[src/rtl/instr_sequencer.sv]
// instr_sequencer: host-fed instruction FIFO that issues one instruction at a
// time to the array-processor controller (load/decode hold, start, wait, retire).
// Optional build macro SEQ_WATCHDOG_EN adds a WAIT-state timeout that parks the
// sequencer in ERR with a sticky error until clr_err.
//
// state  | meaning
// IDLE   | controller held in reset, waiting for go with a non-empty FIFO
// SETUP  | controller held in load/decode for SETUP_CYCLES with instruction stable
// START  | controller released, one-cycle start pulse
// WAIT   | controller running, waiting for finish_flag
// RETIRE | pop head, count it, chain to next instruction or report done
// ERR    | watchdog expired, controller held in reset until clr_err
module instr_sequencer #(
    parameter int DEPTH        = 8,
    parameter int SETUP_CYCLES = 162,
    parameter int TIMEOUT      = 4096
) (
    input  logic                     clk,
    input  logic                     reset,
    input  logic                     wr_valid,
    input  logic [31:0]              wr_data,
    output logic                     wr_ready,
    input  logic                     go,
    input  logic                     clr_err,
    output logic [31:0]              ctrl_instr,
    output logic                     ctrl_rst_n,
    output logic                     ctrl_start,
    input  logic                     ctrl_finish,
    output logic                     busy,
    output logic                     done,
    output logic                     error,
    output logic [7:0]               retired_count,
    output logic [$clog2(DEPTH):0]   fifo_level
);

    localparam int AW = $clog2(DEPTH);
    localparam int LW = AW + 1;
    localparam int SW = $clog2(SETUP_CYCLES);
    localparam int TW = $clog2(TIMEOUT);

    typedef enum logic [2:0] {
        S_IDLE,
        S_SETUP,
        S_START,
        S_WAIT,
        S_RETIRE,
        S_ERR
    } state_t;

    state_t         state_q, state_d;
    logic [31:0]    mem_q [DEPTH];
    logic [AW-1:0]  rd_ptr_q, rd_ptr_d;
    logic [AW-1:0]  wr_ptr_q, wr_ptr_d;
    logic [LW-1:0]  level_q, level_d;
    logic [31:0]    instr_q, instr_d;
    logic [SW-1:0]  setup_cnt_q, setup_cnt_d;
    logic [7:0]     retired_q, retired_d;
    logic           done_q, done_d;
    logic           busy_q, busy_d;
    logic           rst_n_q, rst_n_d;
    logic           start_q, start_d;
    logic           wr_ready_q, wr_ready_d;
    logic           push, pop;
    logic [31:0]    head_next;

`ifdef SEQ_WATCHDOG_EN
    logic [TW-1:0]  wait_cnt_q, wait_cnt_d;
    logic           error_q, error_d;
`else
    logic           unused_clr_err;
    logic [TW-1:0]  unused_timeout;
    assign unused_clr_err = clr_err;
    assign unused_timeout = TW'(TIMEOUT - 1);
`endif

    // Next-state, FIFO bookkeeping and registered-output decode.
    always_comb begin
        state_d     = state_q;
        rd_ptr_d    = rd_ptr_q;
        wr_ptr_d    = wr_ptr_q;
        level_d     = level_q;
        instr_d     = instr_q;
        setup_cnt_d = setup_cnt_q;
        retired_d   = retired_q;
        done_d      = 1'b0;
        pop         = 1'b0;
        push        = wr_valid && wr_ready_q;
`ifdef SEQ_WATCHDOG_EN
        wait_cnt_d  = wait_cnt_q;
        error_d     = error_q;
`endif
        // When the last entry is popped while a new one is pushed, the new head
        // is the word being written this cycle, not yet in the array.
        if (level_q == LW'(1) && push) begin
            head_next = wr_data;
        end else begin
            head_next = mem_q[rd_ptr_q + AW'(1)];
        end

        case (state_q)
            S_IDLE: begin
                if (go && level_q != '0) begin
                    instr_d     = mem_q[rd_ptr_q];
                    setup_cnt_d = '0;
                    state_d     = S_SETUP;
                end
            end
            S_SETUP: begin
                setup_cnt_d = setup_cnt_q + SW'(1);
                if (setup_cnt_q == SW'(SETUP_CYCLES - 1)) begin
                    state_d = S_START;
                end
            end
            S_START: begin
`ifdef SEQ_WATCHDOG_EN
                wait_cnt_d = '0;
`endif
                state_d = S_WAIT;
            end
            S_WAIT: begin
                if (ctrl_finish) begin
                    state_d = S_RETIRE;
`ifdef SEQ_WATCHDOG_EN
                end else if (wait_cnt_q == TW'(TIMEOUT - 1)) begin
                    error_d = 1'b1;
                    state_d = S_ERR;
                end else begin
                    wait_cnt_d = wait_cnt_q + TW'(1);
`endif
                end
            end
            S_RETIRE: begin
                pop       = 1'b1;
                retired_d = retired_q + 8'd1;
                if (level_q > LW'(1) || push) begin
                    instr_d     = head_next;
                    setup_cnt_d = '0;
                    state_d     = S_SETUP;
                end else begin
                    done_d  = 1'b1;
                    state_d = S_IDLE;
                end
            end
`ifdef SEQ_WATCHDOG_EN
            S_ERR: begin
                if (clr_err) begin
                    error_d = 1'b0;
                    state_d = S_IDLE;
                end
            end
`endif
            default: state_d = S_IDLE;
        endcase

        if (push) wr_ptr_d = wr_ptr_q + AW'(1);
        if (pop)  rd_ptr_d = rd_ptr_q + AW'(1);
        case ({push, pop})
            2'b10:   level_d = level_q + LW'(1);
            2'b01:   level_d = level_q - LW'(1);
            default: level_d = level_q;
        endcase

        busy_d     = (state_d != S_IDLE);
        rst_n_d    = (state_d == S_START) || (state_d == S_WAIT);
        start_d    = (state_d == S_START);
        wr_ready_d = (level_d != LW'(DEPTH));
    end

    // FIFO storage; contents are not reset, the pointers define validity.
    always_ff @(posedge clk) begin
        if (reset && push) begin
            mem_q[wr_ptr_q] <= wr_data;
        end
    end

    // State and registered outputs, synchronous active-low reset.
    always_ff @(posedge clk) begin
        if (!reset) begin
            state_q     <= S_IDLE;
            rd_ptr_q    <= '0;
            wr_ptr_q    <= '0;
            level_q     <= '0;
            instr_q     <= '0;
            setup_cnt_q <= '0;
            retired_q   <= '0;
            done_q      <= 1'b0;
            busy_q      <= 1'b0;
            rst_n_q     <= 1'b0;
            start_q     <= 1'b0;
            wr_ready_q  <= 1'b1;
`ifdef SEQ_WATCHDOG_EN
            wait_cnt_q  <= '0;
            error_q     <= 1'b0;
`endif
        end else begin
            state_q     <= state_d;
            rd_ptr_q    <= rd_ptr_d;
            wr_ptr_q    <= wr_ptr_d;
            level_q     <= level_d;
            instr_q     <= instr_d;
            setup_cnt_q <= setup_cnt_d;
            retired_q   <= retired_d;
            done_q      <= done_d;
            busy_q      <= busy_d;
            rst_n_q     <= rst_n_d;
            start_q     <= start_d;
            wr_ready_q  <= wr_ready_d;
`ifdef SEQ_WATCHDOG_EN
            wait_cnt_q  <= wait_cnt_d;
            error_q     <= error_d;
`endif
        end
    end

    assign wr_ready      = wr_ready_q;
    assign ctrl_instr    = instr_q;
    assign ctrl_rst_n    = rst_n_q;
    assign ctrl_start    = start_q;
    assign busy          = busy_q;
    assign done          = done_q;
    assign retired_count = retired_q;
    assign fifo_level    = level_q;
`ifdef SEQ_WATCHDOG_EN
    assign error         = error_q;
`else
    assign error         = 1'b0;
`endif

endmodule

[config.mk]
export PLATFORM = sky130hd
export DESIGN_NAME = instr_sequencer
export DESIGN_NICKNAME = d
export VERILOG_FILES = /design/src/rtl/instr_sequencer.sv
export SDC_FILE = /design/constraint.sdc
export NUM_CORES = 1
export LEC_CHECK = 0
export CAP_MARGIN = 20
export CORE_ASPECT_RATIO = 1.25
export CORE_MARGIN = 2
export CORE_UTILIZATION = 40
export CTS_BUF_LIST = sky130_fd_sc_hd__clkbuf_8
export DETAILED_ROUTE_END_ITERATION = 10
export HOLD_SLACK_MARGIN = 0.1
export SLEW_MARGIN = 20
export SYNTH_ARGS = -nofsm -noshare
export SYNTH_HDL_FRONTEND = slang
export SYNTH_SLANG_ARGS = --single-unit
[constraint.sdc]
create_clock -name clk -period 4.8 [get_ports clk]
set_clock_uncertainty 0.2 [all_clocks]
set_input_delay 0.48 -clock clk [delete_from_list [all_inputs] [get_ports clk]]
set_output_delay 0.48 -clock clk [all_outputs]
set_load 0.02 [all_outputs]
==> impl_metrics.csv, run 1 <==
group,metric,value,unit
route,vias,8660,
clock_tree,clk_pin_slew,0.06,ns
sta,slew_headroom,38.2,%
logic_synthesis,postSynthAreaPerCell,16.4,µm²
sta,fin_setup_tns,0,ns
critical_path,critPathLaunchType,"flop",
sta,hold_slack,0.218,ns
sta,setup_viol,0,
sta,max_freq,300,MHz
floorplan,start_util,40.7,%
logic_synthesis,ys_async_sr_fraction,0,%
critical_path,end_kind,"flop",
sta,period_share,69.6,%
route,firstDrtPassIters,5,
logic_synthesis,synth_seq_cells,325,
placed_design,detailed_place_hpwl,20400,µm
logic_synthesis,syn_nets,953,
floorplan,die_area,38600,µm²
global_routing,grt_usage,19.2,%
logic_synthesis,synth_flop_cell,"edfxtp_1",
route,drt_iter0_drc,582,
run_status,status,"finished clean",
clock_tree,insertion_delay,0.60,ns
route,antenna_left,0,
worst_hold_path,hold_path_class,"primary input to flop",
critical_path,crit_type,"flop to flop",
clock_tree,hold_buffers,0,
logic_synthesis,ys_types,56,
flow_run,maxCapViolCount,0,
sta,rsz0062_at_grt,"no",
logic_synthesis,yosysSeqAreaShare,61.2,%
route,vias_per_cell,5.67,
floorplan,core-area,36400,µm²
clock_tree,cts.repair.resized,0,
logic_synthesis,synth_edf_count,256,
sta,period_needed,3.34,ns
critical_path,critical_path.max_fanout,38,
layout,area_growth,16.0,%
route,wl_per_cell,23.8,µm
clock_tree,cts.path.max_buffers,3,
layout,final_cells,1527,
logic_synthesis,synth.most_common_cell,"edfxtp_1",
clock_tree,clockRootBuffer,"clkbuf_8",
layout,nets,1055,
logic_synthesis,ys_warn_count,0,
global_routing,grt_pass1_vias,9045,
placed_design,placed_cells,1434,
floorplan,num_rows,78,
critical_path,rrSetupSlack,1.46,ns
global_routing,grt_pass1_wl,54900,µm
critical_path,crit_required,5.11,ns
layout,layout-drive-gt1-share,26.8,%
route,drc,0,
power_and_ir_drop,max-vdd-ir-drop,0.000161,V
power_and_ir_drop,cellPowerDensity,324,nW/µm²
sta,final_hold_viol_count,0,
power_and_ir_drop,p_leak,5.48,nW
logic_synthesis,syn_area,14800,µm²
logic_synthesis,netlist_instances,904,
floorplan,die_w,176,µm
floorplan,die_h,219,µm
sta,worst_pin_slew,0.926,ns
logic_synthesis,synth_area_leaders,"edfxtp_1 52%, mux4_2 19%, dfxtp_1 9.3%, mux2_2 2.2%, nand2_1 2.1%",
clock_tree,htree_num_levels,2,
logic_synthesis,yosysTopAreaCellShare,51.9,%
global_routing,grt-ovfl-total,0,
clock_tree,cts_tree,"done",
clock_tree,numClockSinks,325,
clock_tree,cts_setup_buffers,0,
clock_tree,numCtsBuffers,50,
placed_design,port_buffers,85,
layout,fill_cells,3085,
route,finalWirelength,36300,µm
floorplan,io_pins,88,
global_routing,antenna_found_initial,1,
logic_synthesis,synth_top_cells_by_count,"256 x edfxtp_1, 122 x mux4_2, 81 x nand2_1",
placed_design,routabilityCongestion,0.747,
sta,drv_slew,0,
logic_synthesis,synth_top_cell_by_area,"edfxtp_1",
global_routing,grt_max_degree,46,
power_and_ir_drop,fin_total_pwr,5.56,mW
critical_path,crit_arrival,3.65,ns
[final cells by class]
type	count	area, µm²	area share, %
Multi-Input combinational cell	506	5440	31.7
Antenna cell	1	2.50	0.0146
Clock buffer	54	743	4.33
Clock inverter	38	191	1.11
Inverter	9	33.8	0.197
Tap cell	480	601	3.50
Timing Repair Buffer	114	1090	6.34
Sequential cell	325	9080	52.8
[layout by cell type, fill, tap and decap left out, drive strengths merged, types with 11 or more instances in the layout]
cell type and n:
and2 15, a31oi 32, a221oi 29, nand2 81, o21ai 47, nor2 29
clkbuf 54, buf 30, dfxtp 69, mux4 122, ha 11, edfxtp 256
nor3 11, nand3 12, mux2i 17, mux2 29, inv 34, clkdlybuf4s50 84
[registers in the layout, summed over array words and instances, names as in the netlist, 3 cells and up, named ones only]
| name | count |
|---|---|
| mem_q | 256 |
| ctrl_instr | 32 |
| retired_count | 8 |
| setup_cnt_q | 8 |
| fifo_level | 4 |
| rd_ptr_q | 3 |
| state_q | 3 |
| wr_ptr_q | 3 |
[where the power goes]
part / switching (mW) / internal, mW
Sequential: 0.0310 / 3.09
Combinational: 0.156 / 0.119
Clock: 1.07 / 1.09
Total: 1.26 / 4.30
[worst max-delay path: stages, from the launching register on]
cell	delay [ns]
dfxtp_1	0.57
or3b_4	0.73
inv_2	0.35
nand2_1	0.16
nor2_4	0.67
buf_4	0.33
a221oi_2	0.07
a31oi_1	0.18
[worst paths after layout]
kind                from        endpoint  cells after the start
min                reset  ctrl_instr[20]                      3
min reg2reg  rd_ptr_q[1]            flop                      2
max           state_q[2]  ctrl_instr[30]                      7
max reg2reg   state_q[2]  ctrl_instr[30]                      7
[metrics by stage]
step | util [%] | setup WS [ns] | instance area, µm²
floorplan | - | 1.01 | 14800
global placement | 44.6 | 1.43 | 16200
detailed placement | 44.6 | 1.43 | 16200
CTS | 47.2 | 1.43 | 17200
global route | 47.2 | 1.27 | 17200
finish | 47.2 | 1.46 | 17200
[kinds of logic (layout without fill, tap and decap cells)]
family	after synthesis	in the layout	synth area share (%)
buf+inv	73	215	2.56
fa+ha+maj	11	11	0.930
mux	168	168	21.9
xor+xnor	15	15	0.938
flops	325	325	61.2
other cells	1	2	0.0253
simple gates	173	173	5.53
compound gates	138	138	6.85
[layer usage]
| layer | global-route usage, % | vias to the layer above | wire [µm] |
|---|---|---|---|
| met5 | 0 | - | 0 |
| met4 | 6.14 | 0 | 822 |
| met3 | 3.05 | 68 | 1600 |
| met2 | 33.4 | 227 | 18800 |
| met1 | 24.5 | 4490 | 15100 |
| li1 | - | 3875 | - |
Power figures use the tool's default switching activity.
==> run 2, diff against run 1 <==
Clock period 4.8 ns to 3.1 ns, I/O delays scaled along.
==> run 2 against run 1 <==
Critical path type unchanged; hold slack got worse by 0.060 ns; power up 60%; utilization increased by 0.89 points; non-clock buffer count up 12; first-iteration DRC count grew 5.2%; clock power increased by 68%; sequential power up 55%; sequential share of layout area fell by 0.98 points; cell count grew 1.0%; critical path depth up 1.
==> impl_metrics.csv, run 2 (synthesized netlist as in run 1, its figures left out) <==
group,metric,value,unit
critical_path,crit_type,"flop to flop",
power_and_ir_drop,p_switching,1.97,mW
route,vias_per_cell,5.71,
placed_design,placed_cells,1445,
flow_run,maxCapViolCount,0,
power_and_ir_drop,cellPowerDensity,509,nW/µm²
route,drc,0,
clock_tree,insertion_delay,0.61,ns
layout,top_register,"mem_q",
placed_design,detailed_place_hpwl,20800,µm
critical_path,crit_arrival,3.00,ns
floorplan,core-area,36400,µm²
placed_design,routabilityCongestion,0.773,
clock_tree,cts_setup_buffers,0,
sta,slew_headroom,48.2,%
power_and_ir_drop,internal-power,6.94,mW
sta,max_freq,377,MHz
sta,drv_slew,0,
layout,layout-drive-gt1-share,28.1,%
route,finalWirelength,36200,µm
route,wl_per_cell,23.5,µm
route,antenna_left,0,
critical_path,max_stage_delay,0.51,ns
layout,final_common_cell,"edfxtp_1",
critical_path,critPathSlowestCell,"buf_4",
floorplan,start_util,40.7,%
layout,final_cell_area,17500,µm²
sta,setup_viol,0,
global_routing,antenna_found_initial,1,
layout,mostFrequentLayoutCells,"256 x edfxtp_1, 122 x mux4_2, 84 x clkdlybuf4s50_1, 81 x nand2_1, 65 x dfxtp_1",
floorplan,die_area,38600,µm²
power_and_ir_drop,combPwrFrac,4.9,%
sta,final_hold_viol_count,0,
sta,fin_setup_tns,0,ns
sta,period_needed,2.65,ns
layout,final_util,48.1,%
clock_tree,numClockSinks,325,
power_and_ir_drop,max-vdd-ir-drop,0.000281,V
clock_tree,cts.path.max_buffers,3,
critical_path,end_kind,"flop",
layout,area_growth,18.2,%
critical_path,crit_required,3.45,ns
route,drt_iter0_drc,612,
global_routing,grt_max_degree,66,
layout,final_cells,1543,
floorplan,num_rows,78,
critical_path,cpLargestDelayFamily,"simple AND/OR/NAND/NOR gates",
sta,period_share,85.6,%
critical_path,critPathLaunchType,"flop",
clock_tree,clk_pin_slew,0.07,ns
critical_path,cp_cell_sequence,"inv_1, ha_1, nor2_1, nor3_2, a211o_1, buf_4, nand2_1, o21ba_2",
layout,nets,1068,
critical_path,critical_path.max_fanout,30,
sta,worst_pin_slew,0.777,ns
worst_hold_path,hold_path_class,"primary input to flop",
clock_tree,htree_num_levels,2,
clock_tree,cts.repair.resized,0,
route,vias,8806,
global_routing,grt_pass1_vias,9160,
critical_path,path_buf_inv,2,
global_routing,grt_pass1_wl,55000,µm
clock_tree,cts_tree,"done",
run_status,status,"finished clean",
floorplan,die_h,219,µm
power_and_ir_drop,p_leak,5.59,nW
clock_tree,numCtsBuffers,51,
route,firstDrtPassIters,5,
layout,largest_reg_flops,256,
floorplan,io_pins,88,
placed_design,place_area,16500,µm²
power_and_ir_drop,pwr-share-seq,54.2,%
clock_tree,clockRootBuffer,"clkbuf_8",
floorplan,die_w,176,µm
global_routing,grt_usage,19.0,%
layout,fill_cells,3073,
global_routing,grt-ovfl-total,0,
placed_design,port_buffers,85,
power_and_ir_drop,netSwitchingFraction,22.1,%
power_and_ir_drop,clockPowerShare,41.0,%
sta,rsz0062_at_grt,"no",
sta,hold_slack,0.158,ns
run 2: path summary, 6_finish.rpt:
kind	end	depth (start not counted)	from	slack [ns]
max reg2reg	setup_cnt_q[7]	8	fifo_level[0]	0.45
min reg2reg	flop	2	rd_ptr_q[1]	0.30
max	setup_cnt_q[7]	8	fifo_level[0]	0.45
min	state_q[2]	2	ctrl_finish	0.16
run 2: through the flow:
| step | power (mW) | setup WS [ns] |
|---|---|---|
| 2_1_floorplan | 5.12 | 0.184 |
| 6_report | 8.91 | 0.446 |
| 3_5_place_dp | 5.35 | 0.255 |
| 4_1_cts | 9.01 | 0.434 |
| 3_3_place_gp | 5.35 | 0.291 |
| 5_1_grt | 9.21 | 0.238 |
run 2: timing repair:
item | in CTS | in global routing
hold buffers | 1 | 0
endpoints found under the setup margin | 0 | 0
hold endpoints to repair | 14 | 0
run 2: worst register-to-register path, stage by stage, from the launching register on:
cell,delay [ns]
dfxtp_1,0.40
inv_1,0.13
ha_1,0.20
nor2_1,0.08
nor3_2,0.30
a211o_1,0.18
buf_4,0.51
nand2_1,0.29
o21ba_2,0.30
run 2: cell type report:
class	instances	area (µm²)	area share, %
antenna	1	2.50	0.0143
sequential	325	9080	51.9
tap	480	601	3.43
clock buffer	58	798	4.56
timing repair buffer	126	1290	7.39
clock inverter	38	243	1.39
multi-input combinational	506	5450	31.2
inverter	9	33.8	0.193
run 2: power groups by stage:
| stage | clock network (mW) | registers, mW | logic [mW] |
|---|---|---|---|
| 5_1_grt | 3.91 | 4.83 | 0.471 |
| 2_1_floorplan | 0 | 4.93 | 0.184 |
| 3_3_place_gp | 0 | 4.92 | 0.429 |
| 4_1_cts | 3.75 | 4.83 | 0.438 |
| 3_5_place_dp | 0 | 4.92 | 0.436 |
| 6_report | 3.65 | 4.83 | 0.434 |
run 2: layer usage:
layer / routed length [µm] / up-vias / GRT usage (%) / part of all wire (%)
met3: 1950 / 50 / 3.31 / 5.4
met2: 18300 / 279 / 33.2 / 51
met4: 801 / 0 / 5.87 / 2.2
met5: 0 / - / 0 / 0
li1: - / 3906 / - / -
met1: 15100 / 4571 / 24.3 / 42
